<file path="src/rtl/jam_cost_server.sv">
// ---------------------------------------------------------------------------
// jam_cost_server
//   Responder side of the assignment solver's cost-fetch interface. An 8x8
//   cost table is first filled from a valid/ready byte stream and then served
//   to the solver with one clock of latency. The solver's final result is
//   captured once, and done stays set until reset.
//
// Ports
//   CLK, RST          clock, asynchronous active-low reset
//   load_valid/data   table load stream, worker-major (entry (w,j) = beat w*8+j)
//   load_ready        high while the block accepts load beats
//   table_full        all 64 entries loaded, serving active
//   W, J / Cost       worker/job request, registered cost returned next cycle
//   Valid, MatchCount, MinCost   solver result strobe and payload
//   res_match, res_cost, done    captured result, sticky until reset
//   checksum          running sum of all accepted load beats
// ---------------------------------------------------------------------------
module jam_cost_server #(
    parameter int COST_W = 7,
    parameter int MIN_W  = 10,
    parameter int CNT_W  = 4
) (
    input  logic              CLK,
    input  logic              RST,
    input  logic              load_valid,
    input  logic [COST_W-1:0] load_data,
    output logic              load_ready,
    output logic              table_full,
    input  logic [2:0]        W,
    input  logic [2:0]        J,
    output logic [COST_W-1:0] Cost,
    input  logic              Valid,
    input  logic [CNT_W-1:0]  MatchCount,
    input  logic [MIN_W-1:0]  MinCost,
    output logic [CNT_W-1:0]  res_match,
    output logic [MIN_W-1:0]  res_cost,
    output logic              done,
    output logic [12:0]       checksum
);

    typedef enum logic [1:0] {IDLE, LOAD, SERVE, DONE} state_t;

    state_t              state_q;
    logic [5:0]          wr_ptr_q;
    logic [5:0]          wr_ptr_d;
    logic                load_ready_q;
    logic                table_full_q;
    logic [COST_W-1:0]   cost_q;
    logic [CNT_W-1:0]    res_match_q;
    logic [MIN_W-1:0]    res_cost_q;
    logic                done_q;
    logic [12:0]         checksum_q;
    logic                accept;

    // Table storage is deliberately not reset; a reload overwrites every entry.
    logic [COST_W-1:0]   mem [64];

    assign accept   = (state_q == LOAD) && load_valid && load_ready_q;
    assign wr_ptr_d = wr_ptr_q + 6'd1;   // wraps to 0 after beat 63

    always_ff @(posedge CLK) begin
        if (accept) mem[wr_ptr_q] <= load_data;
    end

    always_ff @(posedge CLK or negedge RST) begin
        if (!RST) begin
            state_q      <= IDLE;
            wr_ptr_q     <= '0;
            load_ready_q <= 1'b0;
            table_full_q <= 1'b0;
            cost_q       <= '0;
            res_match_q  <= '0;
            res_cost_q   <= '0;
            done_q       <= 1'b0;
            checksum_q   <= '0;
        end else begin
            case (state_q)
                IDLE: begin
                    state_q      <= LOAD;
                    load_ready_q <= 1'b1;
                end
                LOAD: begin
                    cost_q <= '0;
                    if (accept) begin
                        wr_ptr_q   <= wr_ptr_d;
                        checksum_q <= checksum_q + 13'(load_data);
                        if (wr_ptr_q == 6'd63) begin
                            state_q      <= SERVE;
                            load_ready_q <= 1'b0;
                            table_full_q <= 1'b1;
                        end
                    end
                end
                SERVE: begin
                    cost_q <= mem[{W, J}];
                    if (Valid) begin
                        res_match_q <= MatchCount;
                        res_cost_q  <= MinCost;
                        done_q      <= 1'b1;
                        state_q     <= DONE;
                    end
                end
                DONE: begin
                    // Result frozen; only reset leaves this state.
                    cost_q <= mem[{W, J}];
                end
                default: state_q <= IDLE;
            endcase
        end
    end

    assign load_ready = load_ready_q;
    assign table_full = table_full_q;
    assign Cost       = cost_q;
    assign res_match  = res_match_q;
    assign res_cost   = res_cost_q;
    assign done       = done_q;
    assign checksum   = checksum_q;

endmodule

</file>
<file path="config.mk">
export PLATFORM = sky130hd
export DESIGN_NAME = jam_cost_server
export DESIGN_NICKNAME = d
export VERILOG_FILES = /design/src/rtl/jam_cost_server.sv
export SDC_FILE = /design/constraint.sdc
export NUM_CORES = 1
export LEC_CHECK = 0
export BUFFER_PORTS_ARGS = -buffer_cell sky130_fd_sc_hd__buf_2
export CAP_MARGIN = 20
export CORE_MARGIN = 2
export CORE_UTILIZATION = 31
export CTS_CLUSTER_SIZE = 14
export DETAILED_ROUTE_END_ITERATION = 8
export SYNTH_ARGS = -nofsm -noshare
export SYNTH_HDL_FRONTEND = slang
export SYNTH_SLANG_ARGS = --single-unit
</file>
<file path="constraint.sdc">
create_clock -name CLK -period 5.7 [get_ports CLK]
set_clock_uncertainty 0.2 [all_clocks]
set_input_delay 0 -clock CLK [delete_from_list [all_inputs] [get_ports CLK]]
set_output_delay 0 -clock CLK [all_outputs]
set_load 0.02 [all_outputs]
</file>
==> results <==
- The run finished with clean final reports.
- Setup repair after global routing left no endpoint under its margin.
- The number of global-route vias before repair is 10,300.
- The relative contribution of the clock network to total power is between 30% and 40%.
- The critical-path cell with the highest stage delay is nor2_1.
- The cell internal power dissipation is approximately 6.3 mW.
- Counting distinct cell types in the post-synthesis netlist gives 57.
- The number of maximum-capacitance violations is 0.
- The total standard cell area after synthesis is 0.0196 sq mm.
- Dividing total power by cell area gives a power density of 375 mW/mm^2.
- Of all nets on the critical path, the largest fanout is 13.
- For the worst-skew pair, the clock arrives at the later sink with an insertion delay of about 0.59 ns.
- The count of nets left with antenna violations once routing finished came out at 0.
- The total placed cells including tap cells is between 1,500 and 2,000.
- The cell row count is 92.
- The switching part of the total is 26.1%.
- At the end of the flow, the number of nets in the layout was approximately 1,200.
- The top cell types in the final layout, fill and taps aside, are 448 x edfxtp_1, 107 x mux4_2, 89 x nor2_1, 65 x buf_2, 51 x clkbuf_16.
- Counting flops and latches in the post-synthesis netlist gives between 400 and 500.
- The average wire length per cell after detail routing is approximately 22 um.
- The total CTS buffers is just under 50.
- For this run, the total global-route usage over all layers was measured as between 10% and 20%.
- The finished layout holds around 2,000 standard cells, fillers aside.
- The final number of max-transition violations was 0.
- The HPWL after detailed placement is between 20 and 30 mm.
- The worst min-delay path category is input pin to flop.
- Summed over all failing endpoints, the final setup total negative slack is 0 ns.
- In this design, the stage delay of the slowest critical-path cell is about 0.82 ns.
- The most common cell after layout, fill and taps aside is edfxtp_1.
- The total power is about 8.5 mW.
- The die is roughly 260 um wide.
- For the finished layout, the period the worst path requires is roughly 3.4 ns.
- The total of endpoints with negative setup slack in the final report is 0.
- The share of async-settable or async-resettable flops after synthesis is under 10%.
- Summed over all nets, the switching power comes to around 2.2 mW.
- The number of iterations in the first detailed-routing pass is 5.
- For this design, the CTS-stage hold fixing added 45 buffers.
- The final hold violation count is 0.
- The number of sinks handled by clock tree synthesis is about 490.
- The die covers about 0.065 sq mm.
- The global-route wire length before repair is 67.4 mm.
- Synthesis handed over a netlist of between 1,000 and 1,500 instances.
- The routed design has between 40 and 50 mm of wire.
- Of the cells placed in the final design, the portion with a size suffix greater than 1 is between 20% and 30%.
- The data required time of the critical path is ~5.7 ns.
- In the routed layout, each cell is associated on average with a via count of roughly 4.9.
- The violation count after the first detailed-route iteration is 870.
- Registers are responsible for between 50 and 60% of the overall power.
- Summed over all layers, the global routing overflow is 0.
- For this run, the top clock speed supported by timing is 291 MHz.
- After clock tree synthesis, the clock-pin slew on the worst setup and hold paths is roughly 0.060 ns.
- The total of cells resized after clock tree synthesis is 0.
- STA classifies the critical path startpoint as a flop.
- In this run the post-CTS setup repair buffer count came out at 0.
- For this design the static power due to leakage is roughly 7.5 nW.
- Walking the worst path, the cells encountered are inv_1 > ha_1 > and3_1 > nand4_1 > nor2_1.
- Fill cells in the final layout number 5,787.
- The number of synthesis warnings is 0.
- The number of buffers on the longest clock path is 3.
- Combinational cells account for between 10% and 20% of the total power.
- The endpoint class of the critical path is a flop.
- For the pin with the worst max-slew slack, the measured transition is between 0.9 and 1 ns.
- The number of ports placed on the die boundary is between 60 and 70.
- The initial cell density of the core is 31.2%.
- The initial antenna violation count is 0.
- The top flip-flop cell by instance count after synthesis is edfxtp_1.
- TritonCTS built the clock tree.
- The worst endpoint data arrival time is approximately 3.4 ns.
- The die is 255 um tall.
- The repair_antennas step left the layout with diodes totalling 0.
- The tightest slew margin relative to the limit is about 36%.
- The clock tree synthesis step divided the H-tree into 2 levels.
- The number of nets produced by synthesis is 1,053.
- A synthesized cell averages roughly 19 sq um.
- The cell chosen for the clock root is clkbuf_16.
- The worst voltage drop across the vdd grid is roughly 0.23 mV.
- The share of the yosys chip area belonging to registers is around three quarters.
- The residual DRC count is 0.
- The critical path is of the flop to flop type.
- The congestion estimate from routability-driven global placement came to roughly 0.80.
- Of the available clock period, the critical path in the final layout requires roughly three fifths.
- Buffers placed on the I/O ports in this run total 67.
- The total vias in the final route is around 10,000.
- The largest net degree at the start of global routing is 67.
- The floorplan core area is approximately 0.063 sq mm.
- The area added between synthesis and finish is 16.2%.
- The number of enable flip-flop cells after synthesis is between 400 and 500.
[cells by family (layout without fill, tap and decap cells)]
family	Yosys count	after routing	share of synthesized area, %
DFF	493	493	74.4
muxes	167	167	15.6
xor gates and xnor gates	15	15	0.670
AOI/OAI and AO/OA	69	69	2.41
and+or+nand+nor	194	194	4.46
adders and majority gates	13	13	0.868
buffers and inverters	58	222	1.66
[cells in the mapped netlist (2+ instances only)]
| cell | n | share of area (%) |
|---|---|---|
| mux4_2 | 107 | 12 |
| nand2_1 | 43 | 0.82 |
| a2111oi_1 | 2 | 0.10 |
| dfrtp_1 | 45 | 5.7 |
| xor2_1 | 3 | 0.13 |
| a211oi_1 | 3 | 0.11 |
| and3_1 | 3 | 0.096 |
| nor2b_1 | 4 | 0.13 |
| edfxtp_1 | 448 | 69 |
| buf_1 | 4 | 0.077 |
| or4_1 | 2 | 0.077 |
| nor3b_1 | 5 | 0.19 |
| ha_1 | 12 | 0.77 |
| or2_2 | 2 | 0.064 |
| mux2i_1 | 41 | 2.1 |
| a22o_1 | 4 | 0.18 |
| o211ai_1 | 3 | 0.11 |
| nand4_1 | 2 | 0.064 |
| a2111oi_2 | 2 | 0.15 |
| nand3_1 | 12 | 0.31 |
| or3_1 | 3 | 0.096 |
| inv_1 | 8 | 0.15 |
| nor3_1 | 14 | 0.36 |
| xnor2_1 | 12 | 0.54 |
| a31oi_1 | 3 | 0.096 |
| buf_4 | 6 | 0.23 |
| o21ai_1 | 3 | 0.077 |
| nor2_1 | 89 | 1.7 |
| o22ai_1 | 10 | 0.32 |
| o41a_1 | 2 | 0.11 |
| nand2b_1 | 8 | 0.26 |
| or3b_2 | 2 | 0.089 |
| buf_6 | 6 | 0.34 |
| mux2_2 | 17 | 0.98 |
| a21oi_1 | 8 | 0.20 |
| clkbuf_1 | 14 | 0.27 |
| buf_2 | 19 | 0.49 |
| o21ai_0 | 19 | 0.49 |
[metal layers]
metal / share of wire, % / GRT usage [%] / wire (um) / up-vias
li1: - / - / - / 4316
met1: 43 / 18.4 / 19500 / 5238
met2: 48 / 22.4 / 21800 / 286
met3: 5.6 / 2.78 / 2540 / 71
met4: 2.8 / 4.52 / 1270 / 0
met5: 0 / 0 / 0 / -
[critical path: cells and delay by family (launching register included)]
kind | cells | cell delay (ns)
fa+ha+maj | 1 | 0.22
flops | 1 | 0.41
simple gates | 3 | 2.12
buf+inv | 1 | 0.10
[path summary, 6_finish.rpt]
check	startpoint	to	slack [ns]	cells after the start
setup / recovery	state_q[1]$_DFFE_PN0P_	mem[15][3]$_DFFE_PP_	2.27	5
hold / removal	W[1]	Cost[0]$_DFFE_PN0P_	0.04	5
setup reg to reg	state_q[1]$_DFFE_PN0P_	mem[15][3]$_DFFE_PP_	2.27	5
hold reg to reg	checksum[12]$_DFFE_PN0P_	checksum[12]$_DFFE_PN0P_	0.27	1
max in group asynchronous	RST	res_cost[6]$_DFFE_PN0P_	4.77	4
min in group asynchronous	RST	wr_ptr_q[3]$_DFFE_PN0P_	0.32	4
[final cells by class]
class | instances | area, sq um | share of cell area (%)
Clock buffer | 65 | 1330 | 5.84
Timing Repair Buffer | 127 | 925 | 4.06
Inverter | 8 | 30.0 | 0.132
Multi-Input combinational cell | 458 | 4700 | 20.6
Clock inverter | 22 | 150 | 0.659
Sequential cell | 493 | 14600 | 64.0
Tap cell | 846 | 1060 | 4.65
[power by group through the flow]
stage / Combinational, mW / Sequential [mW] / Clock, mW
2_1_floorplan: 0.690 / 4.41 / 0
3_3_place_gp: 1.15 / 4.36 / 0
3_5_place_dp: 1.17 / 4.36 / 0
4_1_cts: 1.22 / 4.29 / 3.09
5_1_grt: 1.31 / 4.31 / 3.23
6_report: 1.21 / 4.29 / 3.03
[per-stage QoR]
stage               hold slack [ns]  cell area, sq um  util (%)  setup WS (ns)
floorplan                    -0.496             19600         -           3.26
global placement             0.0305             20800      33.2           2.43
detailed placement           0.0357             20800      33.2           2.33
CTS                          0.0313             22800      36.3           2.31
global route                 0.0888             22800      36.3           2.06
finish                       0.0440             22800      36.3           2.27
[registers in the layout, summed over array words and instances, names as in the netlist, 2 cells and up]
register	count
res_match	4
mem	448
Cost	7
checksum	13
res_cost	10
state_q	2
wr_ptr_q	6
Note: power is estimated with default switching activity, not from simulation.
